===== config.mk =====
export PLATFORM = sky130hd
export DESIGN_NAME = mult_arbiter
export DESIGN_NICKNAME = d
export VERILOG_FILES = /design/src/rtl/mult_arbiter.sv
export SDC_FILE = /design/constraint.sdc
export NUM_CORES = 1
export LEC_CHECK = 0
export ABC_AREA = 1
export CORE_ASPECT_RATIO = 1.5
export CORE_MARGIN = 8
export CORE_UTILIZATION = 30
export CTS_CLUSTER_DIAMETER = 80
export DETAILED_ROUTE_END_ITERATION = 12
export GPL_ROUTABILITY_DRIVEN = 0
export PLACE_DENSITY = 0.65
export SYNTH_ARGS = -nofsm -noshare
export SYNTH_HDL_FRONTEND = slang
export SYNTH_SLANG_ARGS = --single-unit

===== constraint.sdc =====
create_clock -name clk -period 2.3 [get_ports clk]
set_input_delay 0.23 -clock clk [delete_from_list [all_inputs] [get_ports clk]]
set_output_delay 0.23 -clock clk [all_outputs]
set_load 0.01 [all_outputs]

===== src/rtl/mult_arbiter.sv =====
`default_nettype none
// ============================================================================
//  Module   : mult_arbiter
//  Purpose  : Round-robin arbiter/sequencer that shares one shift-and-add
//             multiplier among NUM_REQ requesters. The winning requester's
//             operands are latched, the multiplier's start/busy handshake is
//             driven, and the product is returned with a one-cycle done pulse.
//  Ports    : clk, rst            - clock, synchronous active-high reset
//             req                 - per-requester request level
//             req_m, req_n        - flattened operands, WIDTH bits per requester
//             grant               - one-hot, requester being served
//             done                - one-hot, one-cycle completion pulse
//             result              - product of the last completed operation
//             busy                - high whenever the arbiter is not idle
//             mult_start          - start request to the multiplier
//             mult_m, mult_n      - latched operands to the multiplier
//             mult_busy           - multiplier busy flag
//             mult_prod           - multiplier product (valid after busy falls)
//  Revision : 1.0 - initial release
// ============================================================================
module mult_arbiter #(
    parameter int NUM_REQ = 4,
    parameter int WIDTH   = 4
) (
    input  logic                       clk,
    input  logic                       rst,
    input  logic [NUM_REQ-1:0]         req,
    input  logic [NUM_REQ*WIDTH-1:0]   req_m,
    input  logic [NUM_REQ*WIDTH-1:0]   req_n,
    output logic [NUM_REQ-1:0]         grant,
    output logic [NUM_REQ-1:0]         done,
    output logic [2*WIDTH-1:0]         result,
    output logic                       busy,
    output logic                       mult_start,
    output logic [WIDTH-1:0]           mult_m,
    output logic [WIDTH-1:0]           mult_n,
    input  logic                       mult_busy,
    input  logic [2*WIDTH-1:0]         mult_prod
);

    localparam int IDXW = (NUM_REQ > 1) ? $clog2(NUM_REQ) : 1;
    localparam logic [IDXW-1:0] C_PTR_RESET = IDXW'(NUM_REQ - 1);

    typedef enum logic [1:0] {
        IDLE  = 2'd0,
        ISSUE = 2'd1,
        RUN   = 2'd2,
        DONE  = 2'd3
    } state_t;

    state_t                 state_q,      state_d;
    logic [IDXW-1:0]        rr_ptr_q,     rr_ptr_d;
    logic [IDXW-1:0]        winner_q,     winner_d;
    logic [NUM_REQ-1:0]     grant_q,      grant_d;
    logic [NUM_REQ-1:0]     done_q,       done_d;
    logic [2*WIDTH-1:0]     result_q,     result_d;
    logic                   busy_q,       busy_d;
    logic                   mult_start_q, mult_start_d;
    logic [WIDTH-1:0]       mult_m_q,     mult_m_d;
    logic [WIDTH-1:0]       mult_n_q,     mult_n_d;

    // Unpacked views of the flattened operand buses.
    logic [WIDTH-1:0]       m_arr [NUM_REQ];
    logic [WIDTH-1:0]       n_arr [NUM_REQ];

    for (genvar k = 0; k < NUM_REQ; k++) begin : g_unpack
        assign m_arr[k] = req_m[k*WIDTH +: WIDTH];
        assign n_arr[k] = req_n[k*WIDTH +: WIDTH];
    end

    // Round-robin search: start one past the last served requester and wrap,
    // so the requester served last has the lowest priority this round.
    logic                   found;
    logic [IDXW-1:0]        sel;

    always_comb begin
        int              idx;
        logic [IDXW-1:0] idx_c;
        idx   = 0;
        idx_c = '0;
        found = 1'b0;
        sel   = '0;
        for (int i = 1; i <= NUM_REQ; i++) begin
            idx = int'(rr_ptr_q) + i;
            if (idx >= NUM_REQ) begin
                idx = idx - NUM_REQ;
            end
            idx_c = IDXW'(idx);
            if (!found && req[idx_c]) begin
                found = 1'b1;
                sel   = idx_c;
            end
        end
    end

    always_comb begin
        state_d      = state_q;
        rr_ptr_d     = rr_ptr_q;
        winner_d     = winner_q;
        grant_d      = grant_q;
        done_d       = '0;
        result_d     = result_q;
        mult_start_d = mult_start_q;
        mult_m_d     = mult_m_q;
        mult_n_d     = mult_n_q;

        case (state_q)
            IDLE: begin
                if (found) begin
                    winner_d      = sel;
                    grant_d       = '0;
                    grant_d[sel]  = 1'b1;
                    mult_m_d      = m_arr[sel];
                    mult_n_d      = n_arr[sel];
                    // Start is registered, so it is raised on entry to ISSUE.
                    mult_start_d  = 1'b1;
                    state_d       = ISSUE;
                end
            end
            ISSUE: begin
                // Hold start until the multiplier acknowledges with busy.
                if (mult_busy) begin
                    mult_start_d = 1'b0;
                    state_d      = RUN;
                end
            end
            RUN: begin
                mult_start_d = 1'b0;
                if (!mult_busy) begin
                    result_d = mult_prod;
                    done_d   = grant_q;
                    state_d  = DONE;
                end
            end
            DONE: begin
                grant_d  = '0;
                rr_ptr_d = winner_q;
                state_d  = IDLE;
            end
            default: begin
                state_d = IDLE;
            end
        endcase

        busy_d = (state_d != IDLE);
    end

    always_ff @(posedge clk) begin
        if (rst) begin
            state_q      <= IDLE;
            rr_ptr_q     <= C_PTR_RESET;
            winner_q     <= '0;
            grant_q      <= '0;
            done_q       <= '0;
            result_q     <= '0;
            busy_q       <= 1'b0;
            mult_start_q <= 1'b0;
            mult_m_q     <= '0;
            mult_n_q     <= '0;
        end else begin
            state_q      <= state_d;
            rr_ptr_q     <= rr_ptr_d;
            winner_q     <= winner_d;
            grant_q      <= grant_d;
            done_q       <= done_d;
            result_q     <= result_d;
            busy_q       <= busy_d;
            mult_start_q <= mult_start_d;
            mult_m_q     <= mult_m_d;
            mult_n_q     <= mult_n_d;
        end
    end

    assign grant      = grant_q;
    assign done       = done_q;
    assign result     = result_q;
    assign busy       = busy_q;
    assign mult_start = mult_start_q;
    assign mult_m     = mult_m_q;
    assign mult_n     = mult_n_q;

endmodule
`default_nettype wire


# Yosys cells after proc, flatten, opt, wreduce, memory -nomap -nowiden

Index checks and enable logic that the tools add are counted.

$add $sub $neg: 8
Multipliers: 0
Div/mod/pow operators: 0
$lt $le $gt $ge: 11
Eq/ne operators: 5
Shift operators: 0
Mux-type cells: 37
Bitwise gates (word level): 3
Reductions and logical operators: 16

Operator list:

| cell                                                                   | count |
|---|---|
| 2-bit two-way mux                                                      | 11 |
| 4-bit two-way mux                                                      | 5 |
| 4-bit binary-select mux with 2-bit select                              | 2 |
| 2-bit by 3-bit < comparator with 1-bit output (second input constant)  | 5 |
| 3-bit >= comparator (second input constant)                            | 4 |
| 1-bit two-way mux                                                      | 11 |
| 1-bit binary-select mux with 2-bit select                              | 4 |
| 2-bit case mux with 4 select lines                                     | 1 |
| 4-bit case mux with 2 select lines                                     | 1 |
| 2-bit by 1-bit subtractor with 2-bit output (second input constant)    | 4 |
| 2-bit by 2-bit adder with 3-bit output (second input constant)         | 2 |
| 2-bit AND reduction                                                    | 3 |
| 2-bit by 3-bit adder with 4-bit output (second input constant)         | 1 |
| 2-bit equality test (second input constant)                            | 2 |
| 4-bit by 3-bit >= comparator with 1-bit output (second input constant) | 1 |
| 1-bit logical AND                                                      | 4 |
| 2-bit inequality test (second input constant)                          | 2 |
| 2-bit nonzero test                                                     | 2 |
| 2-bit by 1-bit adder with 3-bit output (second input constant)         | 1 |
| 1-bit logical NOT                                                      | 3 |
| 2-bit inverter with 3-bit output                                       | 1 |
| 1-bit case mux with 3 select lines                                     | 1 |
| 3-bit AND reduction                                                    | 1 |
| 3-bit nonzero test                                                     | 1 |
| other kinds (6)                                                        | 7 |

Register bits after elaboration: 32
Latch bits: 0
Memory bits (writable): 0
ROM bits: 0
Input port bits: 47
Output and inout bits: 26
Logic and storage cells: 90
Memories kept: 0

# Depth between registers and ports, before layout

Depth after elaboration: 21
Depth in mapped cells: 16
Depth with buffers taken out: 15

# Worst setup path after synthesis

Ideal clock, no wire load.

Kind: register to register
From: register rr_ptr_q[0]
To: register mult_m_q[2] (netlist: mult_m[2])
Setup time: 117 ps
Data arrival time: 1514 ps
Required time: 2183 ps
Setup slack: 669 ps
Stages on the path, launching flop included: 13
Buffers on the path: 2
Period minus slack after synthesis: 1631 ps
Cells stage by stage: dfxtp_1 -> buf_6 -> inv_4 -> nand2_1 -> nand2_1 -> nand2_2 -> a31oi_1 -> nand3_2 -> buf_6 -> nand3_1 -> nand3_1 -> nor2_1 -> nor2_1

Cells in the longest elaborated chain, start to end: 19
Elaborated cells between the ends (all ways): 43
Those cells by class: add/sub: 8; order compare: 4; mux: 23; bitwise: 1; reduce/logical: 7

RTL lines:

| what                                                                               | RTL line | source |
|---|---|---|
| start, declared                                                                    | 52       | `logic [IDXW-1:0] rr_ptr_q, rr_ptr_d;` |
| start signal, assigned                                                             | 162      | `rr_ptr_q <= rr_ptr_d;` |
| 2-bit by 1-bit adder with 3-bit output                                             | 84       | `idx = int'(rr_ptr_q) + i;` |
| 3-bit >= comparator or 2-bit by 1-bit subtractor with 2-bit output (tied branches) | 85, 86   |  |
| 2-bit two-way mux                                                                  | 85       | `if (idx >= NUM_REQ) begin` |
| 1-bit binary-select mux with 2-bit select                                          | 89       | `if (!found && req[idx_c]) begin` |
| 1-bit two-way mux (not written as such)                                            | 89       |  |
| 1-bit two-way mux                                                                  | 89       |  |
| 1-bit logical NOT                                                                  | 89       |  |
| 1-bit logical AND                                                                  | 89       |  |
| [2 not listed]                                                                     | -        |  |
| 1-bit logical AND                                                                  | 89       |  |
| 1-bit two-way mux                                                                  | 89       |  |
| 1-bit logical NOT                                                                  | 89       |  |
| 1-bit logical AND                                                                  | 89       |  |
| 2-bit two-way mux                                                                  | 89       |  |
| 2-bit inverter with 3-bit output (not written as such)                             | 113      | `mult_m_d = m_arr[sel];` |
| 4-bit binary-select mux with 2-bit select                                          | 113      |  |
| 4-bit two-way mux (not written as such) (2 in a row)                               | 113      |  |
| end signal, assigned                                                               | 169      | `mult_m_q <= mult_m_d;` |
| end, declared                                                                      | 59       | `logic [WIDTH-1:0] mult_m_q, mult_m_d;` |

Several ways; a longest one is shown, not always the timed one. The select of a mux whose other input is x is not followed.
A chain may end at the register's enable or synchronous reset.

# Final worst setup path

From: register rr_ptr_q[0]
To: register mult_n_q[1] (netlist: mult_n[1])

Cells in the longest elaborated chain, start to end: 19
Elaborated cells between the ends (all ways): 43
Those cells by class: add/sub: 8; order compare: 4; mux: 23; bitwise: 1; reduce/logical: 7

RTL lines:

| what                                                                               | RTL line | source |
|---|---|---|
| 2-bit by 1-bit adder with 3-bit output                                             | 84       |  |
| 3-bit >= comparator or 2-bit by 1-bit subtractor with 2-bit output (tied branches) | 85, 86   |  |
| 2-bit two-way mux                                                                  | 85       |  |
| 1-bit binary-select mux with 2-bit select                                          | 89       |  |
| 1-bit two-way mux (not written as such)                                            | 89       |  |
| 1-bit two-way mux                                                                  | 89       |  |
| 1-bit logical NOT                                                                  | 89       |  |
| 1-bit logical AND                                                                  | 89       |  |
| [2 not listed]                                                                     | -        |  |
| 1-bit logical AND                                                                  | 89       |  |
| 1-bit two-way mux                                                                  | 89       |  |
| 1-bit logical NOT                                                                  | 89       |  |
| 1-bit logical AND                                                                  | 89       |  |
| 2-bit two-way mux                                                                  | 89       |  |
| 2-bit inverter with 3-bit output (not written as such)                             | 114      | `mult_n_d = n_arr[sel];` |
| 4-bit binary-select mux with 2-bit select                                          | 114      |  |
| 4-bit two-way mux (not written as such) (2 in a row)                               | 114      |  |
| end signal, assigned                                                               | 170      | `mult_n_q <= mult_n_d;` |
| end, declared                                                                      | 60       | `logic [WIDTH-1:0] mult_n_q, mult_n_d;` |

Several ways; a longest one is shown, not always the timed one. The select of a mux whose other input is x is not followed.

==> results.md <==
* Max Slew Vio Count at 0
* Synth cell count leaders: nand2_1, nor2_1, nand3_1
* Sequential share of the synthesized area at 36.4%
* Hold_buf cts at 0
* Headroom to the max-slew limit at between 50% and 60%
* Row cnt at 34
* Total Power at about 0.0016 W
* Worst Setup EP: mult_n[1]
* Status: complete, no violations
* Syn nets at 325
* Final worst path period need at 2.01 ns
* Clk_lat worst skew at between 0.2 and 0.3 ns
* Worst slew pin tran at 0.614 ns
* Die Y at ~110 um
* Worst path buffer plus inverter count at 2
* FFs w/ async S/R, synth at 0%
* R2r worst-path depth at 15
* Setup TNS at 0 ns
* CTS H-tree lvls at 2
* Drt total wl at 5.32 mm
* CTS tree: built
* # clock sinks at 32
* Primary FF master, synth: dfxtp_1
* CP most frequent cell: nand2_1
* Worst-path clk slew at 0.07 ns
* First-pass GRT wire length at approximately 8.6 mm
* Post-CTS resize count at 0
* Synth Instances at 273
* Critical path type: reg -> reg
* Synth Register Bits at 32
* CP endpoint kind: register
* Worst Setup SP: rr_ptr_q[0]
* Fmax at between 0.4 and 0.5 GHz
* Final setup violation count at 0
* Synthesized area at 1760 um2
* Antenna viol nets, final at 0
* Vias per cell at roughly 4.6
* Critical Path, Cell by Cell: inv_4 -> nand2_1 -> nand2_1 -> nand2_1 -> nand2_1 -> nand2_1 -> nand2_1 -> nand2_1 -> nand2_1 -> nor2_2 -> buf_4 -> nand3_1 -> nand3_1 -> nor2_1 -> nor2_1
* DR vias at 1931
* Layout area overhead at 51.7%
* Die W at 78.5 um
* Share of post-route cells with drive strength above 1 at roughly 8.0%
* Delay of the slowest critical-path stage at approximately 0.55 ns
* Post-DP HPWL at around 4.3 mm
* Worst EP required at ~2.5 ns
* Tcrit/Tclk final at a little under 90%
* Max-Cap Viols at 0
* Io pins at 73
* RSZ-0062 raised after global routing: no
* Non-Filler Instances at about 420
* CP Launch Type: register
* Worst R2R Setup Slack at between 0.2 and 0.3 ns
* Yosys warns at 0
* Antenna cells at 0
* Starting Density at 30.7%
* Clock Tree Buf Depth at 2
* Placed insts at just over 400
* Cell leakage power at 1.21 nW
* Avg Inst Size Synth at approximately 6.4 um2
* Total track usage at 12.4%
* Slowest cell on the critical path: dfxtp_1
* Largest net degree at the start of global routing at 22
* CP arrival at approximately 2.2 ns
* Port-buffer cells at 72
* Die area at around 8600 um2
* Most area-hungry cell type in the Yosys netlist: dfxtp_1
* Clock Skews at 0.00345 ns
* Final net count at 400
* Number of iterations in the first detailed-routing pass at 4
* Most frequent cell after synthesis: nand2_1
* GRT overflow at 0
* Post-CTS Setup Inserts at 0
* Initial DRC count at 110
* DR DRC count at 0
* Post-synthesis cell type count at 22
* Routed len/inst at 12.6 um
* Levels on crit path at 15
* Post-synth EDFFs at 0
* Worst hold path type: reg -> reg
* Yosys top cell area share at 36.4%
* Top post-synthesis cells by area: dfxtp_1, nand2_1, nand3_1
* Family with the most delay on the worst path: simple AND/OR/NAND/NOR gates
* Initial antenna violation count at 0
* Vias in the first global route at 1895
* Clock Tree Root: clkbuf_8
* R2R Path Start: rr_ptr_q[0]
* Peak VDD IR at 0.270 mV
* CP Max Fanout at 10
* Cts bufs inserted at 5
* PwrDens at around 600 nW/um2
* Core Region at around 5700 um2
* Reg-to-reg endpoint: mult_n[1]
* Final hold viol count at 0
-- layout by cell type, fill, tap and decap left out, drive strengths merged --
| cell | synthesis | final |
|---|---|---|
| a21oi | 9 | 9 |
| a31oi | 2 | 2 |
| and3 | 1 | 1 |
| buf | 6 | 6 |
| bufinv | 0 | 1 |
| clkbuf | 4 | 6 |
| clkdlybuf4s50 | 0 | 72 |
| clkinv | 1 | 2 |
| dfxtp | 32 | 32 |
| ha | 5 | 5 |
| inv | 26 | 26 |
| nand2 | 69 | 69 |
| nand3 | 40 | 40 |
| nand4 | 1 | 1 |
| nor2 | 50 | 50 |
| nor3 | 1 | 1 |
| o21ai | 26 | 26 |
-- area by class of cell --
cell class | instances | area (um2)
clock buffer | 6 | 72.6
clock inverter | 2 | 35.0
fill | 594 | 3070
inverter | 27 | 104
multi-input combinational | 204 | 950
sequential | 32 | 641
tap | 72 | 90.1
timing repair buffer | 78 | 778
-- tightest hold or removal path, cell delays in order, from the launching register on --
cell     delay, ns
dfxtp_1       0.32
inv_1         0.05
nor2_1        0.03
-- stage by stage --
step                      hold slack [ns]  setup slack, ns  util [%]  instance area (um2)
after global routing                0.465           0.0205      46.5                 2670
after detailed placement            0.433            0.195      44.6                 2560
after CTS                           0.444            0.278      46.5                 2670
after global placement              0.429            0.238      44.6                 2560
final                               0.440            0.289      46.5                 2670
after floorplan                     0.365            0.669         -                 1760
-- state kept, by name, indices dropped and copies added, names as in the netlist --
signal	cells
winner_q	2
state_q	2
mult_n	4
busy	1
mult_m	4
rr_ptr_q	2
result	8
mult_start	1
done	4
grant	4
-- where the power goes --
part,switching [W],internal [W]
clock,0.000203,0.000321
combinational,0.000207,0.000218
sequential,0.0000246,0.000597
-- worst min path at each step --
stage,start,endpoint,slack [ns],depth (start not counted)
floorplan,mult_prod[0],result[0],0.36,2
global placement,grant[3],done[3],0.43,2
detailed placement,grant[3],done[3],0.43,2
CTS,grant[3],done[3],0.44,2
global route,grant[3],done[3],0.46,2
finish,grant[3],done[3],0.44,2
-- cell families after synthesis --
| group | synth area share (%) |
|---|---|
| buffers and inverters | 9.67 |
| AND/OR/NAND/NOR | 39.7 |
| AO/OA/AOI/OAI | 10.7 |
| flip-flops | 36.4 |
| adder cells (fa/ha/maj) | 3.55 |
-- routing by layer --
layer	vias to the layer above	wire, um	GRT usage (%)	part of all wire (%)
li1	1020	-	-	-
met1	839	2060	12.6	39
met2	57	2750	22.2	52
met3	15	308	3.36	5.8
met4	0	196	7.31	3.7
met5	-	0	0	0
(Power assumes the default switching activity.)
